<file path="config.mk">
export PLATFORM = sky130hd
export DESIGN_NAME = mem_stage
export DESIGN_NICKNAME = d
export VERILOG_FILES = /design/src/rtl/mem_stage_pkg.sv /design/src/rtl/mem_stage_load_align.sv /design/src/rtl/mem_stage.sv
export SDC_FILE = /design/constraint.sdc
export NUM_CORES = 1
export LEC_CHECK = 0
export BUFFER_PORTS_ARGS = -buffer_cell sky130_fd_sc_hd__buf_2
export CORE_MARGIN = 10
export CORE_UTILIZATION = 25
export DETAILED_ROUTE_END_ITERATION = 12
export GPL_ROUTABILITY_DRIVEN = 0
export HOLD_SLACK_MARGIN = 0.06
export PLACE_DENSITY = 0.43
export SYNTH_ARGS = -nofsm -noshare
export SYNTH_HDL_FRONTEND = slang
export SYNTH_SLANG_ARGS = --single-unit
</file>
<file path="constraint.sdc">
create_clock -name clk -period 5.7 [get_ports clk]
set_input_delay 0.57 -clock clk [delete_from_list [all_inputs] [get_ports clk]]
set_output_delay 0.57 -clock clk [all_outputs]
set_load 0.005 [all_outputs]
</file>
<file path="src/rtl/mem_stage_pkg.sv">
// Shared bus widths, bus layouts, load-op encodings and exception bit positions
// for the MIPS memory stage.
package mem_stage_pkg;

  localparam int ES_TO_MS_BUS_WD   = 99;
  localparam int MS_TO_WS_BUS_WD   = 94;
  localparam int STALL_MS_BUS_WD   = 11;
  localparam int FORWARD_MS_BUS_WD = 33;

  typedef enum logic [2:0] {
    LOAD_OP_LB   = 3'd0,
    LOAD_OP_LBU  = 3'd1,
    LOAD_OP_LH   = 3'd2,
    LOAD_OP_LHU  = 3'd3,
    LOAD_OP_LW   = 3'd4,
    LOAD_OP_LWL  = 3'd5,
    LOAD_OP_LWR  = 3'd6,
    LOAD_OP_NONE = 3'd7
  } load_op_e;

  // Bit positions inside the 8-bit exc_type vector carried down the pipe.
  localparam int EXC_TYPE_INT   = 0;
  localparam int EXC_TYPE_ADEL  = 1;
  localparam int EXC_TYPE_ADES  = 2;
  localparam int EXC_TYPE_OV    = 3;
  localparam int EXC_TYPE_SYS   = 4;
  localparam int EXC_TYPE_BP    = 5;
  localparam int EXC_TYPE_RI    = 6;
  localparam int EXC_TYPE_ADEIF = 7;

  typedef struct packed {
    logic        bd;
    logic        exc;
    logic [7:0]  exc_type;
    logic        eret;
    logic        cp0_wen;
    logic        res_from_cp0;
    logic [7:0]  cp0_addr;
    logic [3:0]  gr_we;
    logic [4:0]  dest;
    logic [2:0]  load_op;
    logic        res_from_mem;
    logic        req_sent;
    logic [31:0] alu_result;
    logic [31:0] pc;
  } es_to_ms_t;

  typedef struct packed {
    logic        bd;
    logic        exc;
    logic [7:0]  exc_type;
    logic        eret;
    logic        cp0_wen;
    logic        res_from_cp0;
    logic [7:0]  cp0_addr;
    logic [3:0]  gr_we;
    logic [4:0]  dest;
    logic [31:0] result;
    logic [31:0] pc;
  } ms_to_ws_t;

  // IDLE: nothing owed; WAIT: response outstanding; HELD: response parked in buffer.
  typedef enum logic [1:0] {
    MS_IDLE = 2'd0,
    MS_WAIT = 2'd1,
    MS_HELD = 2'd2
  } ms_state_e;

endpackage

</file>
<file path="src/rtl/mem_stage_load_align.sv">
// Load data alignment: picks the addressed byte/half/word out of the SRAM word,
// extends it, and produces the per-byte GPR write mask for LWL/LWR merges.
module mem_stage_load_align
  import mem_stage_pkg::*;
(
  input  logic [2:0]  load_op_i,
  input  logic [1:0]  addr_i,
  input  logic [31:0] rdata_i,
  output logic [31:0] result_o,
  output logic [3:0]  we_mask_o
);

  logic [7:0]  sel_byte;
  logic [15:0] sel_half;
  logic [4:0]  lwl_shamt;
  logic [4:0]  lwr_shamt;

  assign sel_byte  = 8'(rdata_i >> {addr_i, 3'b000});
  assign sel_half  = addr_i[1] ? rdata_i[31:16] : rdata_i[15:0];
  // 3 - a equals ~a for a two-bit address.
  assign lwl_shamt = {~addr_i, 3'b000};
  assign lwr_shamt = {addr_i, 3'b000};

  always_comb begin
    result_o  = rdata_i;
    we_mask_o = 4'b1111;
    case (load_op_e'(load_op_i))
      LOAD_OP_LB:  result_o = {{24{sel_byte[7]}}, sel_byte};
      LOAD_OP_LBU: result_o = {24'b0, sel_byte};
      LOAD_OP_LH:  result_o = {{16{sel_half[15]}}, sel_half};
      LOAD_OP_LHU: result_o = {16'b0, sel_half};
      LOAD_OP_LW:  result_o = rdata_i;
      LOAD_OP_LWL: begin
        result_o  = rdata_i << lwl_shamt;
        we_mask_o = 4'b1111 << ~addr_i;
      end
      LOAD_OP_LWR: begin
        result_o  = rdata_i >> lwr_shamt;
        we_mask_o = 4'b1111 >> addr_i;
      end
      default: begin
        result_o  = rdata_i;
        we_mask_o = 4'b1111;
      end
    endcase
  end

endmodule

</file>
<file path="src/rtl/mem_stage.sv">
// MIPS memory stage: holds one instruction, waits for its data-SRAM response,
// aligns load data, and feeds forwarding/hazard information back to decode.
module mem_stage
  import mem_stage_pkg::*;
(
  input  logic                       clk,
  input  logic                       reset,
  input  logic                       flush,
  input  logic                       ws_allowin,
  output logic                       ms_allowin,
  input  logic                       es_to_ms_valid,
  input  logic [ES_TO_MS_BUS_WD-1:0] es_to_ms_bus,
  output logic                       ms_to_ws_valid,
  output logic [MS_TO_WS_BUS_WD-1:0] ms_to_ws_bus,
  output logic [STALL_MS_BUS_WD-1:0] stall_ms_bus,
  output logic [FORWARD_MS_BUS_WD-1:0] forward_ms_bus,
  output logic                       ms_exc_eret,
  input  logic [31:0]                data_sram_rdata,
  input  logic                       data_sram_data_ok
);

  es_to_ms_t   in_bus;
  es_to_ms_t   ms_bus_q;
  es_to_ms_t   ms_bus_d;
  logic        ms_valid_q;
  logic        ms_valid_d;
  ms_state_e   state_q;
  logic        cancel_pending_q;
  logic [31:0] rdata_buf_q;

  logic        rdata_buf_valid;
  logic        need_data;
  logic        data_ok_live;
  logic        ready_go;
  logic        accept;
  logic        in_need_data;

  logic [31:0] align_rdata;
  logic [31:0] align_result;
  logic [3:0]  align_we_mask;
  logic [31:0] ms_result;
  logic [3:0]  ms_gr_we;
  logic [3:0]  gr_we_vis;
  logic [4:0]  dest_vis;
  logic        load_pending;
  ms_to_ws_t   ms_out;

  assign in_bus          = es_to_ms_t'(es_to_ms_bus);
  assign rdata_buf_valid = (state_q == MS_HELD);
  assign need_data       = ms_valid_q & ms_bus_q.res_from_mem & ms_bus_q.req_sent & ~ms_bus_q.exc;
  // A response arriving while a cancel is pending belongs to a flushed load.
  assign data_ok_live    = data_sram_data_ok & ~cancel_pending_q;
  assign ready_go        = ~need_data | rdata_buf_valid | data_ok_live;
  assign ms_allowin      = ~ms_valid_q | (ready_go & ws_allowin);
  assign ms_to_ws_valid  = ms_valid_q & ready_go;
  assign accept          = es_to_ms_valid & ms_allowin;
  assign in_need_data    = in_bus.res_from_mem & in_bus.req_sent & ~in_bus.exc;

  always_comb begin
    ms_valid_d = ms_valid_q;
    if (flush) begin
      ms_valid_d = 1'b0;
    end else if (ms_allowin) begin
      ms_valid_d = es_to_ms_valid;
    end
  end

  assign ms_bus_d = accept ? in_bus : ms_bus_q;

  always_ff @(posedge clk) begin
    if (reset) begin
      ms_valid_q <= 1'b0;
      ms_bus_q   <= '0;
    end else begin
      ms_valid_q <= ms_valid_d;
      ms_bus_q   <= ms_bus_d;
    end
  end

  // Response tracking. A flush during WAIT without a same-cycle response leaves
  // one reply in flight, which cancel_pending swallows when it finally shows up.
  always_ff @(posedge clk) begin
    if (reset) begin
      state_q          <= MS_IDLE;
      cancel_pending_q <= 1'b0;
      rdata_buf_q      <= 32'b0;
    end else begin
      if (cancel_pending_q && data_sram_data_ok) begin
        cancel_pending_q <= 1'b0;
      end
      if (flush && (state_q == MS_WAIT) && !data_ok_live) begin
        cancel_pending_q <= 1'b1;
      end

      if (flush) begin
        state_q     <= MS_IDLE;
        rdata_buf_q <= 32'b0;
      end else if (ms_allowin) begin
        state_q     <= (accept && in_need_data) ? MS_WAIT : MS_IDLE;
        rdata_buf_q <= 32'b0;
      end else if ((state_q == MS_WAIT) && data_ok_live) begin
        state_q     <= MS_HELD;
        rdata_buf_q <= data_sram_rdata;
      end
    end
  end

  assign align_rdata = rdata_buf_valid ? rdata_buf_q : data_sram_rdata;

  mem_stage_load_align u_load_align (
    .load_op_i (ms_bus_q.load_op),
    .addr_i    (ms_bus_q.alu_result[1:0]),
    .rdata_i   (align_rdata),
    .result_o  (align_result),
    .we_mask_o (align_we_mask)
  );

  always_comb begin
    ms_result = ms_bus_q.alu_result;
    ms_gr_we  = ms_bus_q.gr_we;
    if (ms_bus_q.res_from_mem) begin
      ms_result = align_result;
      ms_gr_we  = ms_bus_q.gr_we & align_we_mask;
    end
    if (ms_bus_q.exc) begin
      ms_gr_we = 4'b0000;
    end
  end

  always_comb begin
    ms_out              = '0;
    ms_out.bd           = ms_bus_q.bd;
    ms_out.exc          = ms_bus_q.exc;
    ms_out.exc_type     = ms_bus_q.exc_type;
    ms_out.eret         = ms_bus_q.eret;
    ms_out.cp0_wen      = ms_bus_q.cp0_wen;
    ms_out.res_from_cp0 = ms_bus_q.res_from_cp0;
    ms_out.cp0_addr     = ms_bus_q.cp0_addr;
    ms_out.gr_we        = ms_gr_we;
    ms_out.dest         = ms_bus_q.dest;
    ms_out.result       = ms_result;
    ms_out.pc           = ms_bus_q.pc;
  end

  assign ms_to_ws_bus = ms_out;

  assign gr_we_vis    = ms_valid_q ? ms_gr_we : 4'b0000;
  assign dest_vis     = ms_valid_q ? ms_bus_q.dest : 5'b00000;
  assign load_pending = ms_valid_q & ms_bus_q.res_from_mem & ~ready_go;

  assign stall_ms_bus   = {|gr_we_vis, gr_we_vis, dest_vis, load_pending};
  assign forward_ms_bus = {ms_to_ws_valid, ms_to_ws_valid ? ms_result : 32'b0};
  assign ms_exc_eret    = ms_valid_q & (ms_bus_q.exc | ms_bus_q.eret);

endmodule
</file>
Yosys cells after proc, flatten, opt, wreduce, memory -nomap -nowiden --
Cells that the tools add are included.
Storage, ports and cells: memory bits (read-only) 0, memories 0, flip-flop bits (word level) 135, bits in writable memories 0, word-level logic and storage cells 79, output and inout port bits 141, latch bits 0
Operators by class: add/sub/neg operators 0, $lt $le $gt $ge 0, bitwise gates (word level) 23, div/mod/pow operators 0, reductions and logical operators 12, multiplexer cells 15, equality and inequality tests 7, shift-type cells 4, $mul 0
Operators with widths (number):
- case mux 32 bit (6 select lines) | 1
- 2-to-1 mux 32 bit | 3
- left shift 32 x 5 -> 32 bit | 1
- >> shifter 32 x 5 -> 32 bit | 1
- 2-to-1 mux 16 bit | 1
- 2-to-1 mux 4 bit | 3
- AND 1 bit | 11
- case mux 4 bit (2 select lines) | 1
- equality test 3 x 2 -> 1 bit (second input constant) | 2
- equality test 3 bit (second input constant) | 2
- inverter 1 bit | 6
- logical AND 1 bit | 5
- 2-to-1 mux 5 bit | 1
- AND 4 bit | 1
- 2-to-1 mux 2 bit | 2
- OR 1 bit | 4
- nonzero test 2 bit | 2
- OR reduction 4 bit | 1
- left shift 4 x 2 -> 4 bit (first input constant) | 1
- >> shifter 4 x 2 -> 4 bit (first input constant) | 1
- equality test 3 x 1 -> 1 bit (second input constant) | 1
- zero test 3 bit | 1
- 2-to-1 mux 1 bit | 3
- OR reduction 3 bit | 1
- other kinds (5) | 5

Logic depth before layout (Yosys ltp) --
Gate-level depths: netlist (run 1).
depth in word-level cells 12, depth in mapped cells 9

Modules after synthesis --
A second synthesis (run 1) with hierarchy kept.
Second synthesis, totals: cell total of the unflattened synthesis 1079, area, all modules 9064.9 µm²
Modules (own cells, without submodules):
- mem_stage | times used 1, area each 7370.8 µm², cells an instance 824
- mem_stage_load_align | times used 1, area each 1694.1 µm², cells an instance 255

Worst setup path before layout (run 1) --
No wires, ideal clock.
path kind input to output, start input port data_sram_rdata[31], end output port ms_to_ws_bus[48], setup slack 3250 ps, cell stages on the path 6, required time 5130 ps, arrival time 1880 ps, buffers on the path 1, path through mux2_2 > nor3_1 > nor4_4 > nor3_4 > buf_4 > a21oi_1
On the way: longest elaborated chain between the ends 4
RTL lines:
- from (decl) | RTL line mem_stage.sv:18 | input logic [31:0] data_sram_rdata,
- 2-to-1 mux 32 bit * | RTL line mem_stage.sv:108 | assign align_rdata = rdata_buf_valid ? rdata_buf_q : data_sram_rdata;
- >> shifter 32 x 5 -> 32 bit or 2-to-1 mux 16 bit (tied branches)
- case mux 32 bit (6 select lines) * | RTL line mem_stage_load_align.sv:27 | case (load_op_e'(load_op_i))
- 2-to-1 mux 32 bit * | RTL line mem_stage.sv:121 | if (ms_bus_q.res_from_mem) begin
- to (decl) | RTL line mem_stage.sv:14 | output logic [MS_TO_WS_BUS_WD-1:0] ms_to_ws_bus,
Mark *: on every way between the ends. The rest lies on a longest branch, timed or not.

Final worst setup path (run 1) --
start register ms_bus_q[33] (netlist bit), end output port forward_ms_bus[8]
On the way: longest elaborated chain between the ends 5
RTL lines:
- from (decl) | RTL line mem_stage.sv:23 | es_to_ms_t ms_bus_q;
- from (signal assigned) | RTL line mem_stage.sv:76 | ms_bus_q <= ms_bus_d;
- inverter 2 bit | RTL line mem_stage_load_align.sv:21 | assign lwl_shamt = {~addr_i, 3'b000};
- left shift 32 x 5 -> 32 bit | RTL line mem_stage_load_align.sv:34 | result_o = rdata_i << lwl_shamt;
- case mux 32 bit (6 select lines) * | RTL line mem_stage_load_align.sv:27
- 2-to-1 mux 32 bit * | RTL line mem_stage.sv:121
- 2-to-1 mux 32 bit * | RTL line mem_stage.sv:152 | assign forward_ms_bus = {ms_to_ws_valid, ms_to_ws_valid ? ms_result : 32'b0};
- to (decl) | RTL line mem_stage.sv:16 | output logic [FORWARD_MS_BUS_WD-1:0] forward_ms_bus,
Marked as above.

==> results of run 1 <==
state kept, by name, summed over array words and instances (netlist names):
signal / flops
ms_valid_q: 1
ms_to_ws_bus: 58
ms_bus_q: 41
state_q: 2
rdata_buf_q: 32
cancel_pending_q: 1
cell usage after synthesis (2+ instances only):
cell type	count
sky130_fd_sc_hd__clkbuf_1	41
sky130_fd_sc_hd__dfxtp_1	135
sky130_fd_sc_hd__o21ai_0	19
sky130_fd_sc_hd__o21a_1	6
sky130_fd_sc_hd__mux4_2	7
sky130_fd_sc_hd__o211ai_1	2
sky130_fd_sc_hd__or3b_2	2
sky130_fd_sc_hd__nor2b_1	11
sky130_fd_sc_hd__o2bb2ai_1	5
sky130_fd_sc_hd__and3b_1	3
sky130_fd_sc_hd__buf_1	2
sky130_fd_sc_hd__buf_2	18
sky130_fd_sc_hd__buf_4	67
sky130_fd_sc_hd__nor2_1	149
sky130_fd_sc_hd__and2_1	12
sky130_fd_sc_hd__inv_1	5
sky130_fd_sc_hd__nor4_1	9
sky130_fd_sc_hd__nor4b_1	8
sky130_fd_sc_hd__mux2i_1	128
sky130_fd_sc_hd__nand2_1	84
sky130_fd_sc_hd__o22ai_1	13
sky130_fd_sc_hd__nand3_1	21
sky130_fd_sc_hd__nor3b_1	9
sky130_fd_sc_hd__nor3_1	22
sky130_fd_sc_hd__or3_1	2
sky130_fd_sc_hd__a21oi_1	73
sky130_fd_sc_hd__a311oi_1	2
sky130_fd_sc_hd__a222oi_1	5
sky130_fd_sc_hd__nand2b_1	18
sky130_fd_sc_hd__mux2_2	13
sky130_fd_sc_hd__nand3b_1	5
sky130_fd_sc_hd__a211oi_1	24
sky130_fd_sc_hd__a211oi_2	2
sky130_fd_sc_hd__o221ai_1	8
cells by family after synthesis:
| family | after synthesis | synth area share |
|---|---|---|
| mux | 149 | 0.203 |
| buf+inv | 133 | 0.0981 |
| xor+xnor | 1 | 0.00111 |
| flops | 135 | 0.343 |
| fa+ha+maj | 1 | 0.00127 |
| simple gates | 363 | 0.218 |
| compound gates | 167 | 0.136 |
through the flow:
stage                     std cells   util  hold WS [ps]  power, mW  worst slack [ps]
after detailed placement       1507  0.296           447       1.48              2050
after CTS                      1539  0.316           336       2.68              1580
final                          1543  0.316           366       2.63              1610
after global routing           1539  0.316           360       2.76              1370
after floorplan                 949      -           432       1.31              3250
after global placement         1507  0.296           443       1.48              2080
layer usage:
layer / share of wire / GRT usage / vias up
li1: - / - / 3664
met1: 0.42 / 0.193 / 3499
met2: 0.48 / 0.268 / 271
met3: 0.083 / 0.0552 / 27
met4: 0.013 / 0.0438 / 8
met5: 0.0016 / 0 / -
layout make-up:
type                       count  share of cell area
antenna                        4             0.00103
tap                          396              0.0509
sequential                   135               0.278
multi-input combinational    681               0.454
inverter                       5             0.00193
clock inverter                13              0.0159
clock buffer                  19              0.0465
timing repair buffer         290               0.153
worst reg2reg max path: stages (launching register included):
cell and delay, ps:
sky130_fd_sc_hd__dfxtp_1 420, sky130_fd_sc_hd__nor2b_1 610, sky130_fd_sc_hd__o31ai_2 250, sky130_fd_sc_hd__a21oi_4 820
sky130_fd_sc_hd__buf_4 870, sky130_fd_sc_hd__mux2i_1 320, sky130_fd_sc_hd__nor2_1 60
cell usage in the layout (no fill, tap or decap), types with 2 or more instances in the layout:
| master | count |
|---|---|
| sky130_fd_sc_hd__a222oi_1 | 5 |
| sky130_fd_sc_hd__nor2b_1 | 11 |
| sky130_fd_sc_hd__nand2_1 | 84 |
| sky130_fd_sc_hd__o21a_1 | 6 |
| sky130_fd_sc_hd__and2_1 | 12 |
| sky130_fd_sc_hd__or3b_2 | 2 |
| sky130_fd_sc_hd__inv_6 | 6 |
| sky130_fd_sc_hd__clkbuf_8 | 2 |
| sky130_fd_sc_hd__mux2_2 | 13 |
| sky130_fd_sc_hd__a21oi_1 | 72 |
| sky130_fd_sc_hd__o22ai_1 | 13 |
| sky130_fd_sc_hd__clkbuf_16 | 17 |
| sky130_fd_sc_hd__o21ai_0 | 19 |
| sky130_fd_sc_hd__o211ai_1 | 2 |
| sky130_fd_sc_hd__clkinvlp_4 | 3 |
| sky130_fd_sc_hd__nor4_1 | 9 |
| sky130_fd_sc_hd__buf_2 | 276 |
| sky130_fd_sc_hd__dfxtp_1 | 134 |
| sky130_fd_sc_hd__bufinv_16 | 2 |
| sky130_fd_sc_hd__o221ai_1 | 8 |
| sky130_fd_sc_hd__nor3_1 | 22 |
| sky130_fd_sc_hd__a211oi_1 | 24 |
| sky130_fd_sc_hd__inv_1 | 5 |
| sky130_fd_sc_hd__nor2_1 | 149 |
| sky130_fd_sc_hd__nand2b_1 | 17 |
| sky130_fd_sc_hd__or3_1 | 2 |
| sky130_fd_sc_hd__mux2i_1 | 128 |
| sky130_fd_sc_hd__and3b_1 | 3 |
| sky130_fd_sc_hd__nand3b_1 | 5 |
| sky130_fd_sc_hd__diode_2 | 4 |
| sky130_fd_sc_hd__nor3b_1 | 9 |
| sky130_fd_sc_hd__a311oi_1 | 2 |
| sky130_fd_sc_hd__mux4_2 | 7 |
| sky130_fd_sc_hd__nor4b_1 | 8 |
| sky130_fd_sc_hd__a211oi_2 | 2 |
| sky130_fd_sc_hd__o2bb2ai_1 | 5 |
| sky130_fd_sc_hd__nand3_1 | 21 |
| sky130_fd_sc_hd__buf_4 | 14 |
path summary, 6_finish.rpt:
check | slack [ps] | end | cells after the start | start
worst max register to register | 2200 | ms_bus_q[42]$_SDFFE_PP0P_ | 6 | state_q[1]$_SDFFE_PP0P_
worst max-delay path | 1610 | forward_ms_bus[8] | 7 | ms_bus_q[33]$_SDFFE_PP0P_
worst min register to register | 460 | rdata_buf_q[19]$_SDFFE_PP0P_ | 2 | rdata_buf_q[19]$_SDFFE_PP0P_
worst min-delay path | 370 | ms_to_ws_bus[16]$_SDFFE_PP0P_ | 3 | es_to_ms_bus[16]
where the power goes:
group	internal, mW	switching (mW)	leakage [nW]
sequential	0.987	0.0395	1.11
combinational	0.182	0.246	3.03
clock	0.680	0.492	0.290
==> metrics.txt, run 1 <==
result of the run finished clean; RSZ-0062 raised after global routing false; total track usage 0.161; warnings from Yosys 0; post-DP HPWL 24,600 um; type of the worst setup path flip-flop to output port; slew at the pin with the worst max-slew slack 991 ps; distinct cell type count of the synthesized netlist 53; Sinks on Clock Net 135; standard-cell rows 64; time the final worst path needs with I/O delays and setup 4090 ps; Clock Skews 11.5 ps; largest net degree at the start of global routing 80; cts-stage hold buffer count 0; accumulated negative setup slack 0 ps; top-level I/O count 278; post-synthesis instance area 7880 um^2; category of cells accounting for the largest share of critical-path delay simple AND/OR/NAND/NOR gates; first-iteration detailed-routing DRC count 436; number of enable flip-flop cells after synthesis 0; Synth Register Bits 135; die extent in y 198 um; fraction of post-synthesis cell area in the top cell type by area 0.343; number of input and output port buffers inserted 277; Final Max Tran Viols 0; Post CTS Setup Buffer Count 0; # setup viols final 0; sum of overflow across all layers after global routing 0; vias per cell 4.84; maximum resistive drop on vdd 207 uV; Layout Area Growth over Synthesis 23.6%; top cells by area in the synthesized netlist sky130_fd_sc_hd__dfxtp_1 34%, sky130_fd_sc_hd__mux2i_1 16%, sky130_fd_sc_hd__nor2_1 7.1%; post-synthesis async set-or-reset flop share 0; footprint of the flip-flops and latches 2700 um^2; global-route wire length before repair 47,800 um; root buffer cell sky130_fd_sc_hd__clkbuf_16; Critical Path RT 5130 ps; sequential area share after synthesis 0.343; WP buf/inv 2; static leakage power 4.42 nW; die width 198 um; total count of hold-check failures in the final report 0; # nets final 1,267; Layout fillers 3,348; power density relative to cell area 270 nW/um^2; synthesized instance count 949; Post-DP Area 9130 um^2; share of post-route cells with drive strength above 1 0.311; Slew Limit Headroom 0.339; post-CTS resize count 0; antenna violations before repair 7; Worst path max stage delay 730 ps; final period utilization 0.718; cts bufs inserted 17; classification of the worst-slack hold path primary input to flip-flop; data arrival time at the worst-slack endpoint 3520 ps; number of vias in the routed layout 7,469; area enclosed by the die boundary 39,000 um^2; clock edge transition at the registers on the reported setup and hold paths 70 ps; DRC errors left 0; number of iterations in the first detailed-routing pass 6; H-tree depth reported by CTS 4; worst-path fanout max 16; final instance area 9740 um^2; launching element type of the critical path flip-flop; standard cell core area 30,800 um^2; worst-path cell chain buf_4, mux2_2, o22ai_2, nor4_4, nor4_1, nor4b_1, buf_2; number of global-route vias before repair 7,607; cell with the largest stage delay on the worst path sky130_fd_sc_hd__nor4_4; source-to-sink clock delay at the later pin of the worst-skew pair 430 ps; Fmax 244 MHz; deepest clock path buffer count 2; max-cap check violation count 0; main flop type after synthesis sky130_fd_sc_hd__dfxtp_1; post-synthesis area per instance 8.31 um^2; CTS tree yes; number of nets with antenna violations after routing 0; routed wire length per instance 20.9 um; syn nets 1,086; area occupied by multi-input gates 4420 um^2; leading area contributor after synthesis sky130_fd_sc_hd__dfxtp_1; type of element capturing the critical path output port; total length of routed wires 32,300 um; effective utilization at floorplan 0.256
Power figures use the tool's default switching activity.
==> run 2: changes to the inputs <==
Settings changed: ABC_AREA set to 1, PLACE_DENSITY 0.43 to 0.44.
Clock period 5.7 ns to 3.75 ns, I/O delays scaled along.
==> run 2 against run 1 <==
Compared with the run above: global-route usage rose by 1.1 points; worst setup slack worse by 1100 ps; synthesized cell count rose by 35%; sequential share of layout area fell by 0.091 points; largest cell class unchanged; largest power group unchanged.
==> metrics.txt, run 2 <==
result of the run finished clean; cts-stage hold buffer count 0 (unchanged); power after layout 4.05 mW (+54%); worst-path fanout max 25 (+9); Final Hold Slack 170 ps (-196 ps); Post CTS Setup Buffer Count 0 (unchanged); H-tree depth reported by CTS 4 (unchanged); part of the total power dissipated in combinational logic 0.189 (+0.026); most used cells in the layout excluding fill and tap cells 284 x sky130_fd_sc_hd__nand2_1, 277 x sky130_fd_sc_hd__buf_2, 235 x sky130_fd_sc_hd__nor2_1, 135 x sky130_fd_sc_hd__dfxtp_1, 118 x sky130_fd_sc_hd__o21ai_1; fraction of post-synthesis cell area in the top cell type by area 0.342 (-0.000706); source-to-sink clock delay at the later pin of the worst-skew pair 440 ps (about the same); total count of hold-check failures in the final report 0 (unchanged); footprint of the flip-flops and latches 2700 um^2 (about the same); launching element type of the critical path flip-flop; syn nets 1,416 (+30%); final period utilization 0.863; main flop type after synthesis sky130_fd_sc_hd__dfxtp_1; maximum resistive drop on vdd 312 uV (+51%); total length of routed wires 34,400 um (+6.7%); routed wire length per instance 18.3 um (-12%); part of the total power dissipated in the clock network 0.426 (-0.020); Post-DP Area 9180 um^2 (+0.58%); number of vias in the routed layout 8,762 (+17%); Layout Area Growth over Synthesis 23.7% (about the same); final core utilization 0.311 (-0.00479); largest net degree at the start of global routing 58 (-28%); Final Max Tran Viols 0 (unchanged); effective utilization at floorplan 0.252 (-0.00407); antenna violations before repair 10 (+3); Critical Path RT 3380 ps (-1750 ps); die width 198 um (about the same); RSZ-0062 raised after global routing false; slew at the pin with the worst max-slew slack 798 ps (-193 ps); warnings from Yosys 0 (unchanged); DRC errors left 0 (unchanged); Slew Limit Headroom 0.465 (+0.126); top cells by area in the synthesized netlist sky130_fd_sc_hd__dfxtp_1 34%, sky130_fd_sc_hd__nand2_1 14%, sky130_fd_sc_hd__nor2_1 11%; count of non-filler cells in the finished layout 1,880 (+22%); data arrival time at the worst-slack endpoint 2860 ps (-660 ps); number of iterations in the first detailed-routing pass 5 (-1); max-cap check violation count 0 (unchanged); most instantiated cells after synthesis 285 x sky130_fd_sc_hd__nand2_1, 236 x sky130_fd_sc_hd__nor2_1, 135 x sky130_fd_sc_hd__dfxtp_1, 118 x sky130_fd_sc_hd__o21ai_1, 114 x sky130_fd_sc_hd__nand3_1; leading area contributor after synthesis sky130_fd_sc_hd__dfxtp_1; # nets final 1,601 (+26%); max reg flops 58 (unchanged); Place WS 1010 ps (-1030 ps); Seq pwr share 0.385 (-0.006); post-CTS resize count 0 (unchanged); distinct cell type count of the synthesized netlist 31 (-42%); met1 capacity usage during global routing 0.211 (+0.0178); number of nets with antenna violations after routing 0 (unchanged); number of input and output port buffers inserted 277 (unchanged); clock edge transition at the registers on the reported setup and hold paths 70 ps (about the same); power density relative to cell area 415 nW/um^2 (+54%); type of element capturing the critical path output port; deepest clock path buffer count 2 (unchanged); static leakage power 4.98 nW (+13%); Fmax 309 MHz; number of global-route vias before repair 8,400 (+10%); library cell with the highest instance count after synthesis sky130_fd_sc_hd__nand2_1; post-synthesis instance area 7900 um^2 (+0.21%); root buffer cell sky130_fd_sc_hd__clkbuf_16; total track usage 0.172 (+0.0114); # setup viols final 0 (unchanged); time the final worst path needs with I/O delays and setup 3240 ps; top-level I/O count 278 (unchanged); post-synthesis area per instance 6.18 um^2 (-26%); cell-internal power 2.79 mW (+51%); area occupied by multi-input gates 3980 um^2 (-10%); accumulated negative setup slack 0 ps (unchanged); standard cell core area 31,400 um^2 (+1.8%); type of the worst setup path flip-flop to output port; Layout fillers 3,615 (+8.0%); number of enable flip-flop cells after synthesis 0 (unchanged); sequential area share after synthesis 0.342 (-0.000706); standard-cell rows 65 (+1.6%); global-route wire length before repair 51,800 um (+8.4%); global-route track usage on met2 0.281 (+0.0124); synthesized instance count 1,279 (+35%); cts bufs inserted 17 (unchanged); sum of overflow across all layers after global routing 0 (unchanged); number of cells in the design after placement 1,847 (+23%); classification of the worst-slack hold path primary input to flip-flop; final instance area 9770 um^2 (+0.28%); commonest non-fill, non-tap cell in the layout sky130_fd_sc_hd__nand2_1; post-DP HPWL 26,200 um (+6.6%); peak-usage layer in the global routing report met2; Switch Pwr 1.27 mW (+63%); Switching Share 0.313 (+0.0165); final setup slack of the worst path 513 ps (-1090 ps); Clock Skews 15.4 ps (+3.89 ps); share of post-route cells with drive strength above 1 0.253 (-0.0588); die extent in y 198 um (about the same); Synth Register Bits 135 (unchanged); area enclosed by the die boundary 39,100 um^2 (+0.19%); global-route met3 utilization 0.0601 (+0.00490); vias per cell 4.66 (-3.7%); post-synthesis async set-or-reset flop share 0 (unchanged); first-iteration detailed-routing DRC count 578 (+33%); CTS tree yes; Sinks on Clock Net 135 (unchanged)
==> run 2: changes by cell type after synthesis, moves of 13 or more <==
| cell | delta |
|---|---|
| sky130_fd_sc_hd__nand2_1 | +201 |
| sky130_fd_sc_hd__o22ai_1 | -13 |
| sky130_fd_sc_hd__a21oi_1 | +17 |
| sky130_fd_sc_hd__inv_2 | +19 |
| sky130_fd_sc_hd__nor2_1 | +87 |
| sky130_fd_sc_hd__inv_1 | +78 |
| sky130_fd_sc_hd__mux2_2 | -13 |
| sky130_fd_sc_hd__nand2b_1 | -18 |
| sky130_fd_sc_hd__a211oi_1 | -24 |
| sky130_fd_sc_hd__o21ai_1 | +117 |
| sky130_fd_sc_hd__nand3_1 | +93 |
| sky130_fd_sc_hd__clkbuf_1 | -13 |
| sky130_fd_sc_hd__mux2i_1 | -128 |
| sky130_fd_sc_hd__nor3_1 | -18 |
==> run 2: kinds of logic (layout without fill, tap and decap cells) <==
kind of cell	after synthesis	after routing	share of synthesized area
AO/OA/AOI/OAI	239	239	0.157
buffers and inverters	240	437	0.155
flip-flops	135	135	0.342
other	0	2	0
AND/OR/NAND/NOR	665	665	0.346
==> run 2: cell type report <==
class / count / area share
multi-input combinational: 904 / 0.407
sequential: 135 / 0.277
timing repair buffer: 302 / 0.164
tap: 402 / 0.0515
clock buffer: 17 / 0.0435
inverter: 104 / 0.0402
clock inverter: 14 / 0.0166
antenna: 2 / 0.000512
==> run 2: final timing paths <==
| path | slack (ps) | end | cells past startpoint | start |
|---|---|---|---|---|
| worst max-delay path | 510 | forward_ms_bus[2] | 12 | state_q[0]$_SDFFE_PP0P_ |
| worst min-delay path | 170 | ms_to_ws_bus[17]$_SDFFE_PP0P_ | 3 | es_to_ms_bus[17] |
| worst max register to register | 1190 | ms_bus_q[45]$_SDFFE_PP0P_ | 11 | ms_valid_q$_SDFFE_PP0N_ |
| worst min register to register | 460 | ms_bus_q[75]$_SDFFE_PP0P_ | 2 | ms_bus_q[75]$_SDFFE_PP0P_ |
==> run 2: critical path, cell delays in order, from the launching register on <==
cell,delay (ps)
sky130_fd_sc_hd__dfxtp_1,330
sky130_fd_sc_hd__inv_2,190
sky130_fd_sc_hd__nand2_2,180
sky130_fd_sc_hd__buf_12,210
sky130_fd_sc_hd__o21ai_1,470
sky130_fd_sc_hd__nand2_1,90
sky130_fd_sc_hd__o21ai_1,140
sky130_fd_sc_hd__nand2_1,100
sky130_fd_sc_hd__nand3_1,80
sky130_fd_sc_hd__nand3_1,150
sky130_fd_sc_hd__o21ai_1,280
sky130_fd_sc_hd__nor2_1,70
sky130_fd_sc_hd__buf_2,140
==> run 2: metal layers <==
metal | vias to the layer above | wire (um)
li1 | 4410 | -
met1 | 4009 | 14600
met2 | 297 | 16200
met3 | 34 | 3000
met4 | 12 | 533
met5 | - | 74
==> run 2: power groups by stage <==
stage               clock network (mW)  logic (mW)  registers, mW
floorplan                            0       0.501           1.58
global placement                     0       0.776           1.59
detailed placement                   0       0.776           1.59
CTS                               1.78       0.777           1.56
global route                      1.83       0.869           1.57
finish                            1.73       0.768           1.56
==> run 3: changes to the inputs <==
--- a/constraint.sdc
+++ b/constraint.sdc
@@ -3,2 +3,2 @@
 set_output_delay 0.375 -clock clk [all_outputs]
-set_load 0.005 [all_outputs]
+set_load 0.05 [all_outputs]
==> run 3 against run 2 <==
Compared with the run above: final cell count fell by 0.11%; worst setup slack got worse by 180 ps; wire length rose by 0.30%; clock skew fell by 1.5 ps; worst hold slack got worse by 14 ps; critical path type unchanged; largest power group unchanged; die area did not move; global-route usage rose by 0.092 points; largest cell class unchanged.
==> metrics.txt, run 3 (same netlist as run 2, synthesis figures left out) <==
result of the run finished clean; post-DP HPWL 26,200 um (-0.14%); share of post-route cells with drive strength above 1 0.252 (-0.000507); standard cell core area 31,400 um^2 (unchanged); commonest non-fill, non-tap cell in the layout sky130_fd_sc_hd__nand2_1; accumulated negative setup slack 0 ps (unchanged); static leakage power 4.95 nW (-0.59%); number of iterations in the first detailed-routing pass 6 (+1); root buffer cell sky130_fd_sc_hd__clkbuf_16; # nets final 1,599 (-0.12%); Critical Path RT 3380 ps (about the same); top-level I/O count 278 (unchanged); total track usage 0.173 (+0.000915); max reg flops 58 (unchanged); category of cells accounting for the largest share of critical-path delay simple AND/OR/NAND/NOR gates; Worst path max stage delay 460 ps (about the same); cts-stage hold buffer count 0 (unchanged); time the final worst path needs with I/O delays and setup 3420 ps (+181 ps); classification of the worst-slack hold path primary input to flip-flop; cts bufs inserted 17 (unchanged); vias per cell 4.70 (+0.87%); area enclosed by the die boundary 39,100 um^2 (unchanged); total count of hold-check failures in the final report 0 (unchanged); Layout Area Growth over Synthesis 23.1%; Fmax 293 MHz (-5.3%); # setup viols final 0 (unchanged); slew at the pin with the worst max-slew slack 1220 ps (+426 ps); die extent in y 198 um (unchanged); standard-cell rows 65 (unchanged); max-cap check violation count 0 (unchanged); sum of overflow across all layers after global routing 0 (unchanged); first-iteration detailed-routing DRC count 606 (+4.8%); Clock Skews 13.9 ps (-1.50 ps); number of global-route vias before repair 8,738 (+4.0%); DRC errors left 0 (unchanged); clock edge transition at the registers on the reported setup and hold paths 80 ps (about the same); number of nets with antenna violations after routing 0 (unchanged); type of the worst setup path flip-flop to output port; Final Max Tran Viols 0 (unchanged); global-route wire length before repair 52,000 um (+0.24%); RSZ-0062 raised after global routing false; source-to-sink clock delay at the later pin of the worst-skew pair 450 ps (about the same); final period utilization 0.912 (+0.0483); cell seen most often among critical-path stages sky130_fd_sc_hd__nand3_1; largest net degree at the start of global routing 75 (+29%); Sinks on Clock Net 135 (unchanged); routed wire length per instance 18.4 um (+0.41%); Post CTS Setup Buffer Count 0 (unchanged); deepest clock path buffer count 2 (unchanged); cell with the largest stage delay on the worst path sky130_fd_sc_hd__a21oi_4; data arrival time at the worst-slack endpoint 3040 ps (+180 ps); WP buf/inv 3 (unchanged); H-tree depth reported by CTS 4 (unchanged); antenna violations before repair 9 (-1); maximum resistive drop on vdd 286 uV (-8.5%); launching element type of the critical path flip-flop; power density relative to cell area 448 nW/um^2 (+8.0%); worst-path cell chain inv_2, nand2_2, buf_4, nand2_1, nand3_1, nand3_1, nand2_2, a21oi_4, nand3_1, nand2_1, nor2_1, buf_2; CTS tree yes; type of element capturing the critical path output port; Layout fillers 3,634 (+0.53%); number of input and output port buffers inserted 277 (unchanged); final instance area 9720 um^2 (-0.51%); most used cells in the layout excluding fill and tap cells 284 x sky130_fd_sc_hd__nand2_1, 277 x sky130_fd_sc_hd__buf_2, 235 x sky130_fd_sc_hd__nor2_1, 135 x sky130_fd_sc_hd__dfxtp_1, 118 x sky130_fd_sc_hd__o21ai_1; Post-DP Area 9150 um^2 (-0.30%); number of vias in the routed layout 8,829 (+0.76%); post-CTS resize count 0 (unchanged); worst-path fanout max 26 (+4.0%); Slew Limit Headroom 0.182 (-0.283); effective utilization at floorplan 0.252 (unchanged); die width 198 um (unchanged); total length of routed wires 34,500 um (+0.30%)
-- run 3: cell types whose count changed in the layout (fill, tap and decap cells not counted) --
cell                         change
sky130_fd_sc_hd__clkinv_4        -3
sky130_fd_sc_hd__buf_12          -1
sky130_fd_sc_hd__clkinvlp_4      +2
sky130_fd_sc_hd__inv_8           +3
sky130_fd_sc_hd__inv_6           +1
sky130_fd_sc_hd__diode_2         -1
sky130_fd_sc_hd__clkbuf_8        +1
sky130_fd_sc_hd__buf_4           -1
sky130_fd_sc_hd__bufinv_16       -2
sky130_fd_sc_hd__clkinv_2        -1
-- run 3: path summary, 6_finish.rpt --
check | startpoint | slack (ps) | endpoint | cells past startpoint
worst max-delay path | state_q[0]$_SDFFE_PP0P_ | 330 | forward_ms_bus[29] | 12
worst min-delay path | es_to_ms_bus[17] | 160 | ms_to_ws_bus[17]$_SDFFE_PP0P_ | 3
worst max register to register | state_q[1]$_SDFFE_PP0P_ | 980 | ms_bus_q[49]$_SDFFE_PP0P_ | 11
worst min register to register | ms_bus_q[75]$_SDFFE_PP0P_ | 450 | ms_bus_q[75]$_SDFFE_PP0P_ | 2
-- run 3: layout make-up --
class | count | area, um^2 | share of cell area
well taps | 402 | 503 | 0.0517
clock buffers | 18 | 439 | 0.0452
multi-input cells | 904 | 3980 | 0.409
repair buffers | 300 | 1570 | 0.162
diodes | 1 | 2.50 | 0.000257
inverters | 104 | 393 | 0.0404
clock inverters | 14 | 129 | 0.0133
flip-flops and latches | 135 | 2700 | 0.278
-- run 3: worst reg2reg max path, stage by stage, from the launching register on --
cell and delay, ps:
sky130_fd_sc_hd__dfxtp_1 470, sky130_fd_sc_hd__inv_2 70, sky130_fd_sc_hd__nor2_2 490, sky130_fd_sc_hd__nor2_1 110, sky130_fd_sc_hd__nand2_1 130, sky130_fd_sc_hd__nand2_1 60
sky130_fd_sc_hd__nand2_1 200, sky130_fd_sc_hd__nand2_4 70, sky130_fd_sc_hd__buf_4 290, sky130_fd_sc_hd__buf_4 420, sky130_fd_sc_hd__o21ai_1 290, sky130_fd_sc_hd__nor2_1 50
-- run 3: stage by stage --
stage          hold WS, ps  worst slack (ps)  power [mW]   util  instances
5_1_grt                152              79.0        4.58  0.310       1877
6_report               156               332        4.36  0.310       1878
2_1_floorplan          431               701        2.44      -       1279
3_5_place_dp           447               802        2.72  0.291       1845
3_3_place_gp           440               841        2.72  0.291       1845
4_1_cts                141               310        4.42  0.310       1877
-- run 3: metal layers --
metal | global-route usage | share of wire | wire length (um) | vias up
li1 | - | - | - | 4395
met1 | 0.206 | 0.42 | 14500 | 4043
met2 | 0.287 | 0.47 | 16300 | 336
met3 | 0.0586 | 0.087 | 2990 | 43
met4 | 0.0572 | 0.021 | 720 | 12
met5 | 0 | 0.0026 | 89 | -
-- run 3: report_power, final --
part | switching [mW] | total, mW | internal (mW)
logic | 0.841 | 1.12 | 0.279
clock network | 0.780 | 1.68 | 0.895
registers | 0.0450 | 1.56 | 1.51
total | 1.67 | 4.36 | 2.69
